<file path="src/rtl/pipe_pkg.sv">
// rtl/pipe_pkg.sv - shared state encoding, default bubble control and payload sizing for the pipeline stage
package pipe_pkg;

    // Occupancy of the stage: no entry, main register only, main plus skid register.
    typedef enum logic [1:0] {
        ST_EMPTY = 2'd0,
        ST_ONE   = 2'd1,
        ST_TWO   = 2'd2
    } pipe_state_e;

    // Control vector driven while no valid entry is presented ({RegWrite,MemToReg,MemRead,MemWrite} all off).
    localparam logic [3:0] DEFAULT_NOP_CTRL = 4'b0000;

    // Width of a packed {ctrl, data_a, data_b, dst} payload.
    function automatic int payload_w(input int ctrl_w, input int data_w, input int dst_w);
        return ctrl_w + 2 * data_w + dst_w;
    endfunction

endpackage

</file>
<file path="src/rtl/pipe_entry_reg.sv">
// rtl/pipe_entry_reg.sv - enable-loaded payload register with asynchronous clear
module pipe_entry_reg #(
    parameter int W = 8
) (
    input  logic         clk,
    input  logic         rst,
    input  logic         en_i,
    input  logic [W-1:0] d_i,
    output logic [W-1:0] q_o
);

    logic [W-1:0] payload_q;

    // Capture the payload only when the stage decides this slot takes a new entry.
    always_ff @(posedge clk or posedge rst) begin
        if (rst) begin
            payload_q <= '0;
        end else if (en_i) begin
            payload_q <= d_i;
        end
    end

    assign q_o = payload_q;

endmodule

</file>
<file path="src/rtl/pipe_stage_skid.sv">
// rtl/pipe_stage_skid.sv - pipeline stage register with valid/ready handshake, skid buffer and flush
module pipe_stage_skid
    import pipe_pkg::*;
#(
    parameter int                DATA_W   = 32,
    parameter int                CTRL_W   = 4,
    parameter int                DST_W    = 5,
    parameter int                SKID     = 1,
    parameter logic [CTRL_W-1:0] NOP_CTRL = CTRL_W'(DEFAULT_NOP_CTRL)
) (
    input  logic              clk,
    input  logic              rst,
    input  logic              flush,
    input  logic              in_valid,
    output logic              in_ready,
    input  logic [CTRL_W-1:0] in_ctrl,
    input  logic [DATA_W-1:0] in_data_a,
    input  logic [DATA_W-1:0] in_data_b,
    input  logic [DST_W-1:0]  in_dst,
    output logic              out_valid,
    input  logic              out_ready,
    output logic [CTRL_W-1:0] out_ctrl,
    output logic [DATA_W-1:0] out_data_a,
    output logic [DATA_W-1:0] out_data_b,
    output logic [DST_W-1:0]  out_dst
);

    localparam int PW = payload_w(CTRL_W, DATA_W, DST_W);

    pipe_state_e       state_q;
    logic [PW-1:0]     in_payload;
    logic [PW-1:0]     m_d;
    logic [PW-1:0]     m_q;
    logic [PW-1:0]     s_q;
    logic              m_en;
    logic              s_en;
    logic              in_fire;
    logic              out_fire;
    logic [CTRL_W-1:0] m_ctrl;

    assign in_payload = {in_ctrl, in_data_a, in_data_b, in_dst};

    // The head entry always lives in M, so validity is simply "stage not empty".
    assign out_valid = (state_q != ST_EMPTY);

    // With the skid slot, ready depends only on registered occupancy, breaking the
    // out_ready->in_ready timing path; without it, ready passes back combinationally.
    assign in_ready = (SKID != 0) ? (state_q != ST_TWO) : (!out_valid || out_ready);

    assign in_fire  = in_valid && in_ready;
    assign out_fire = out_valid && out_ready;

    // Decide which payload slot loads this cycle; flush suppresses every load.
    always_comb begin
        m_en = 1'b0;
        s_en = 1'b0;
        m_d  = in_payload;
        if (!flush) begin
            case (state_q)
                ST_EMPTY: m_en = in_fire;
                ST_ONE: begin
                    m_en = in_fire && out_fire;
                    s_en = in_fire && !out_fire;
                end
                ST_TWO: begin
                    m_en = out_fire;
                    m_d  = s_q;
                end
                default: ;
            endcase
        end
    end

    // Occupancy FSM; flush outranks any handshake in the same cycle.
    always_ff @(posedge clk or posedge rst) begin
        if (rst) begin
            state_q <= ST_EMPTY;
        end else if (flush) begin
            state_q <= ST_EMPTY;
        end else begin
            case (state_q)
                ST_EMPTY: if (in_fire) state_q <= ST_ONE;
                ST_ONE: begin
                    if (in_fire && !out_fire) begin
                        state_q <= ST_TWO;
                    end else if (!in_fire && out_fire) begin
                        state_q <= ST_EMPTY;
                    end
                end
                ST_TWO:   if (out_fire) state_q <= ST_ONE;
                default:  state_q <= ST_EMPTY;
            endcase
        end
    end

    pipe_entry_reg #(.W(PW)) u_main (
        .clk  (clk),
        .rst  (rst),
        .en_i (m_en),
        .d_i  (m_d),
        .q_o  (m_q)
    );

    generate
        if (SKID != 0) begin : g_skid
            pipe_entry_reg #(.W(PW)) u_skid (
                .clk  (clk),
                .rst  (rst),
                .en_i (s_en),
                .d_i  (in_payload),
                .q_o  (s_q)
            );
        end else begin : g_no_skid
            assign s_q = '0;
        end
    endgenerate

    assign {m_ctrl, out_data_a, out_data_b, out_dst} = m_q;

    // Bubbles must never carry write enables downstream.
    assign out_ctrl = out_valid ? m_ctrl : NOP_CTRL;

endmodule

</file>
<file path="config.mk">
export PLATFORM = sky130hd
export DESIGN_NAME = pipe_stage_skid
export DESIGN_NICKNAME = d
export VERILOG_FILES = /design/src/rtl/pipe_pkg.sv /design/src/rtl/pipe_entry_reg.sv /design/src/rtl/pipe_stage_skid.sv
export SDC_FILE = /design/constraint.sdc
export NUM_CORES = 1
export LEC_CHECK = 0
export ABC_CLOCK_PERIOD_IN_PS = 4700
export BUFFER_PORTS_ARGS = -buffer_cell sky130_fd_sc_hd__buf_2
export CAP_MARGIN = 20
export CORE_ASPECT_RATIO = 0.6
export CORE_MARGIN = 1
export CORE_UTILIZATION = 51
export CTS_BUF_LIST = sky130_fd_sc_hd__clkbuf_8
export DETAILED_ROUTE_END_ITERATION = 7
export HOLD_SLACK_MARGIN = 0.12
export PLACE_DENSITY = 0.79
export REMOVE_ABC_BUFFERS = 1
export SLEW_MARGIN = 20
export SYNTH_ARGS = -nofsm -noshare
export SYNTH_HDL_FRONTEND = slang
export SYNTH_SLANG_ARGS = --single-unit
export TNS_END_PERCENT = 10
</file>
<file path="constraint.sdc">
create_clock -name clk -period 4.7 [get_ports clk]
set_input_delay 0.705 -clock clk [delete_from_list [all_inputs] [get_ports clk]]
set_output_delay 0.705 -clock clk [all_outputs]
set_load 0.03 [all_outputs]
</file>
==> flow_summary.yaml <==
sta:
  finalClockSkew_ns: 0.0112
  slew_headroom_pct: 31.3
  setup_violations: 0
  finalWorstPathRequiredPeriod_ns: 2.36
  accumulated_negative_setup_slack_ns: 0
  finalMaxSlewViolations: 0
  worst-slew-pin-transition_ns: 1.03
  timing.final.crit_share_pct: 50.2
  timing_hold_violations_final: 0
  layout_setup_ws_ns: 2.34
  clock.fmax_mhz: 424
  grt_setup_unrepaired: "false"
critical_path:
  start_kind: "flop"
  critPathRequiredTime_ns: 5.01
  cp_cell_sequence: "nor3b_2 > buf_4 > mux2_2 > mux2_1"
  end_kind: "flop"
  cp_slowest_stage_delay_ns: 0.76
  worst-path-max-fanout: 74
  worstPathArrival_ns: 2.67
  cp_slowest_cell: "sky130_fd_sc_hd__buf_4"
  timing_worst_setup_path_type: "flop to flop"
  crit_path_buffers_inverters: 1
  critical-path-top-delay-family: "buffers and inverters"
finish:
  layout.cells.most_common: "sky130_fd_sc_hd__mux2_2"
  finish.net_count: 643
  non_filler_instance_count_after_layout: 748
  layout-drive-gt1-share_pct: 70.2
  final_cell_mix: "208 x sky130_fd_sc_hd__mux2_2, 152 x sky130_fd_sc_hd__buf_2, 148 x sky130_fd_sc_hd__dfrtp_1, 17 x sky130_fd_sc_hd__clkbuf_8, 11 x sky130_fd_sc_hd__mux2_1"
  antenna_cells: 0
  area.growth.synth_to_final_pct: 9.95
synthesis:
  syn-cell-area_sq_um: 7040
  synth-seq-area-share_pct: 52.6
  warnings_synthesis: 0
  average_instance_area_after_synthesis_sq_um: 14.7
  synth_cell_types: 22
  yosys_register_bits: 148
  synthesis.instances: 480
place:
  pre_cts_ws_ns: 2.00
  dp.cells: 716
  globalplace.congestion: 0.736
  port_buffers: 152
  place.detailed.hpwl_mm: 8.78
routing:
  final_antenna_net_count: 0
  routed-via-count: 3901
  drc: 0
  drt_iter0_drc: 119
  viasPerCell: 5.22
  drt_wirelength_mm: 12.9
  detail_route.wl_per_cell_um: 17.2
  dr.pass1.iters: 4
power:
  static_power_due_to_leakage_uw: 0.00348
  vdd_drop_max_v: 0.000272
  finalPower_uw: 3540
  power-per-cell-area_nw_per_um2: 457
clock_network:
  cts_post_setup_buffers_inserted: 0
  tritoncts: "built"
  cts_root_buffer: "sky130_fd_sc_hd__clkbuf_8"
  cts_hold_buf: 0
  clock_tree.htree_level_count: 4
  cts.reportedPaths.clkPinSlew_ns: 0.09
  number_of_buffers_added_by_the_clock_tree_synthesis_step: 17
  clockBufferDepth: 2
  cts.sinks: 148
  post_cts.resized_instances: 0
  clock_latency_ns: 0.43
floorplanning:
  die_x_um: 154
  core_area_sq_um: 13100
  boundaryPins: 153
  design.die.area_sq_um: 14300
  floorplan.die.height_um: 93
  row_count: 32
  starting_density_of_the_core_pct: 53.6
global_route:
  wire_length_of_the_first_global_routing_pass_mm: 21.4
  first_global_vias: 4200
  grt_max_degree: 75
  total_routing_resource_utilization_after_global_routing_pct: 19.5
  grt_antenna_before_repair: 0
  global_route.overflow_total: 0
worst_hold_path:
  min_path_type: "primary input to async pin"
flow_run:
  cap_violations: 0
outcome:
  run_status: "complete, no violations"
[cell type report]
class	instances	area (sq um)
sequential	148	3700
clock inverter	15	134
fill	1027	5390
tap	170	213
inverter	3	16.3
clock buffer	17	234
multi-input combinational	237	2630
timing repair buffer	158	806
[state kept, by name, indices dropped and copies added (netlist names)]
name               flops
g_skid.u_skid.q_o     73
state_q                2
u_main.q_o            73
[routing by layer]
| layer | wire, um | part of all wire, % | vias to the layer above | GRT usage, % |
|---|---|---|---|---|
| li1 | - | - | 1795 | - |
| met1 | 6300 | 49 | 1970 | 26.7 |
| met2 | 5580 | 43 | 119 | 29.3 |
| met3 | 837 | 6.5 | 17 | 6.58 |
| met4 | 155 | 1.2 | 0 | 6.08 |
| met5 | 0 | 0 | - | 0 |
[logic make-up (layout without fill, tap and decap cells)]
| kind of cell | after synthesis | after routing | synth area share, % |
|---|---|---|---|
| DFF | 148 | 148 | 52.6 |
| muxes | 220 | 220 | 35.2 |
| and+or+nand+nor | 13 | 13 | 1.33 |
| AOI/OAI and AO/OA | 4 | 4 | 0.711 |
| buffers and inverters | 95 | 193 | 10.2 |
[worst paths after layout]
kind	slack, ns	startpoint	depth (start not counted)	to
worst max-delay path	2.34	state_q[1]$_DFFE_PP0P_	4	u_main.q_o[60]$_DFFE_PP0P_
worst min-delay path	0.38	rst	2	g_skid.u_skid.q_o[37]$_DFFE_PP0P_
worst max register to register	2.34	state_q[1]$_DFFE_PP0P_	4	u_main.q_o[60]$_DFFE_PP0P_
worst min register to register	0.49	u_main.q_o[68]$_DFFE_PP0P_	1	u_main.q_o[68]$_DFFE_PP0P_
max in group asynchronous	3.31	rst	3	g_skid.u_skid.q_o[62]$_DFFE_PP0P_
min in group clk	0.49	u_main.q_o[68]$_DFFE_PP0P_	1	u_main.q_o[68]$_DFFE_PP0P_
[cell usage after synthesis]
cell | count | area (sq um)
sky130_fd_sc_hd__mux2_2 | 208 | 2340
sky130_fd_sc_hd__dfrtp_1 | 148 | 3700
sky130_fd_sc_hd__buf_4 | 80 | 601
sky130_fd_sc_hd__mux2_1 | 11 | 124
sky130_fd_sc_hd__buf_6 | 7 | 78.8
sky130_fd_sc_hd__buf_2 | 5 | 25.0
sky130_fd_sc_hd__nor2b_1 | 4 | 25.0
sky130_fd_sc_hd__inv_1 | 2 | 7.51
sky130_fd_sc_hd__nor2_1 | 2 | 7.51
sky130_fd_sc_hd__a21o_1 | 1 | 7.51
sky130_fd_sc_hd__a21oi_1 | 1 | 5.00
sky130_fd_sc_hd__inv_2 | 1 | 3.75
sky130_fd_sc_hd__mux2i_1 | 1 | 10.0
sky130_fd_sc_hd__nand2_1 | 1 | 3.75
sky130_fd_sc_hd__nand2b_1 | 1 | 6.26
sky130_fd_sc_hd__nand2b_4 | 1 | 13.8
sky130_fd_sc_hd__nor3b_1 | 1 | 7.51
sky130_fd_sc_hd__nor4b_2 | 1 | 15.0
sky130_fd_sc_hd__o21ba_2 | 1 | 10.0
sky130_fd_sc_hd__o32ai_4 | 1 | 27.5
sky130_fd_sc_hd__or2_2 | 1 | 6.26
sky130_fd_sc_hd__or3b_2 | 1 | 8.76
[where the power goes]
group	switching, uW	leakage (uW)	internal [uW]
registers	160	0.00178	1580
logic	484	0.00154	390
clock network	501	0.000165	420
total	1140	0.00348	2390
[per-stage QoR]
step	cell area (sq um)	util [%]	hold WS [ns]
finish	7740	58.9	0.377
global route	7740	58.9	0.409
CTS	7740	58.9	0.373
detailed placement	7370	56.1	0.471
global placement	7370	56.1	0.468
floorplan	6330	-	0.450
(Power assumes the default switching activity.)
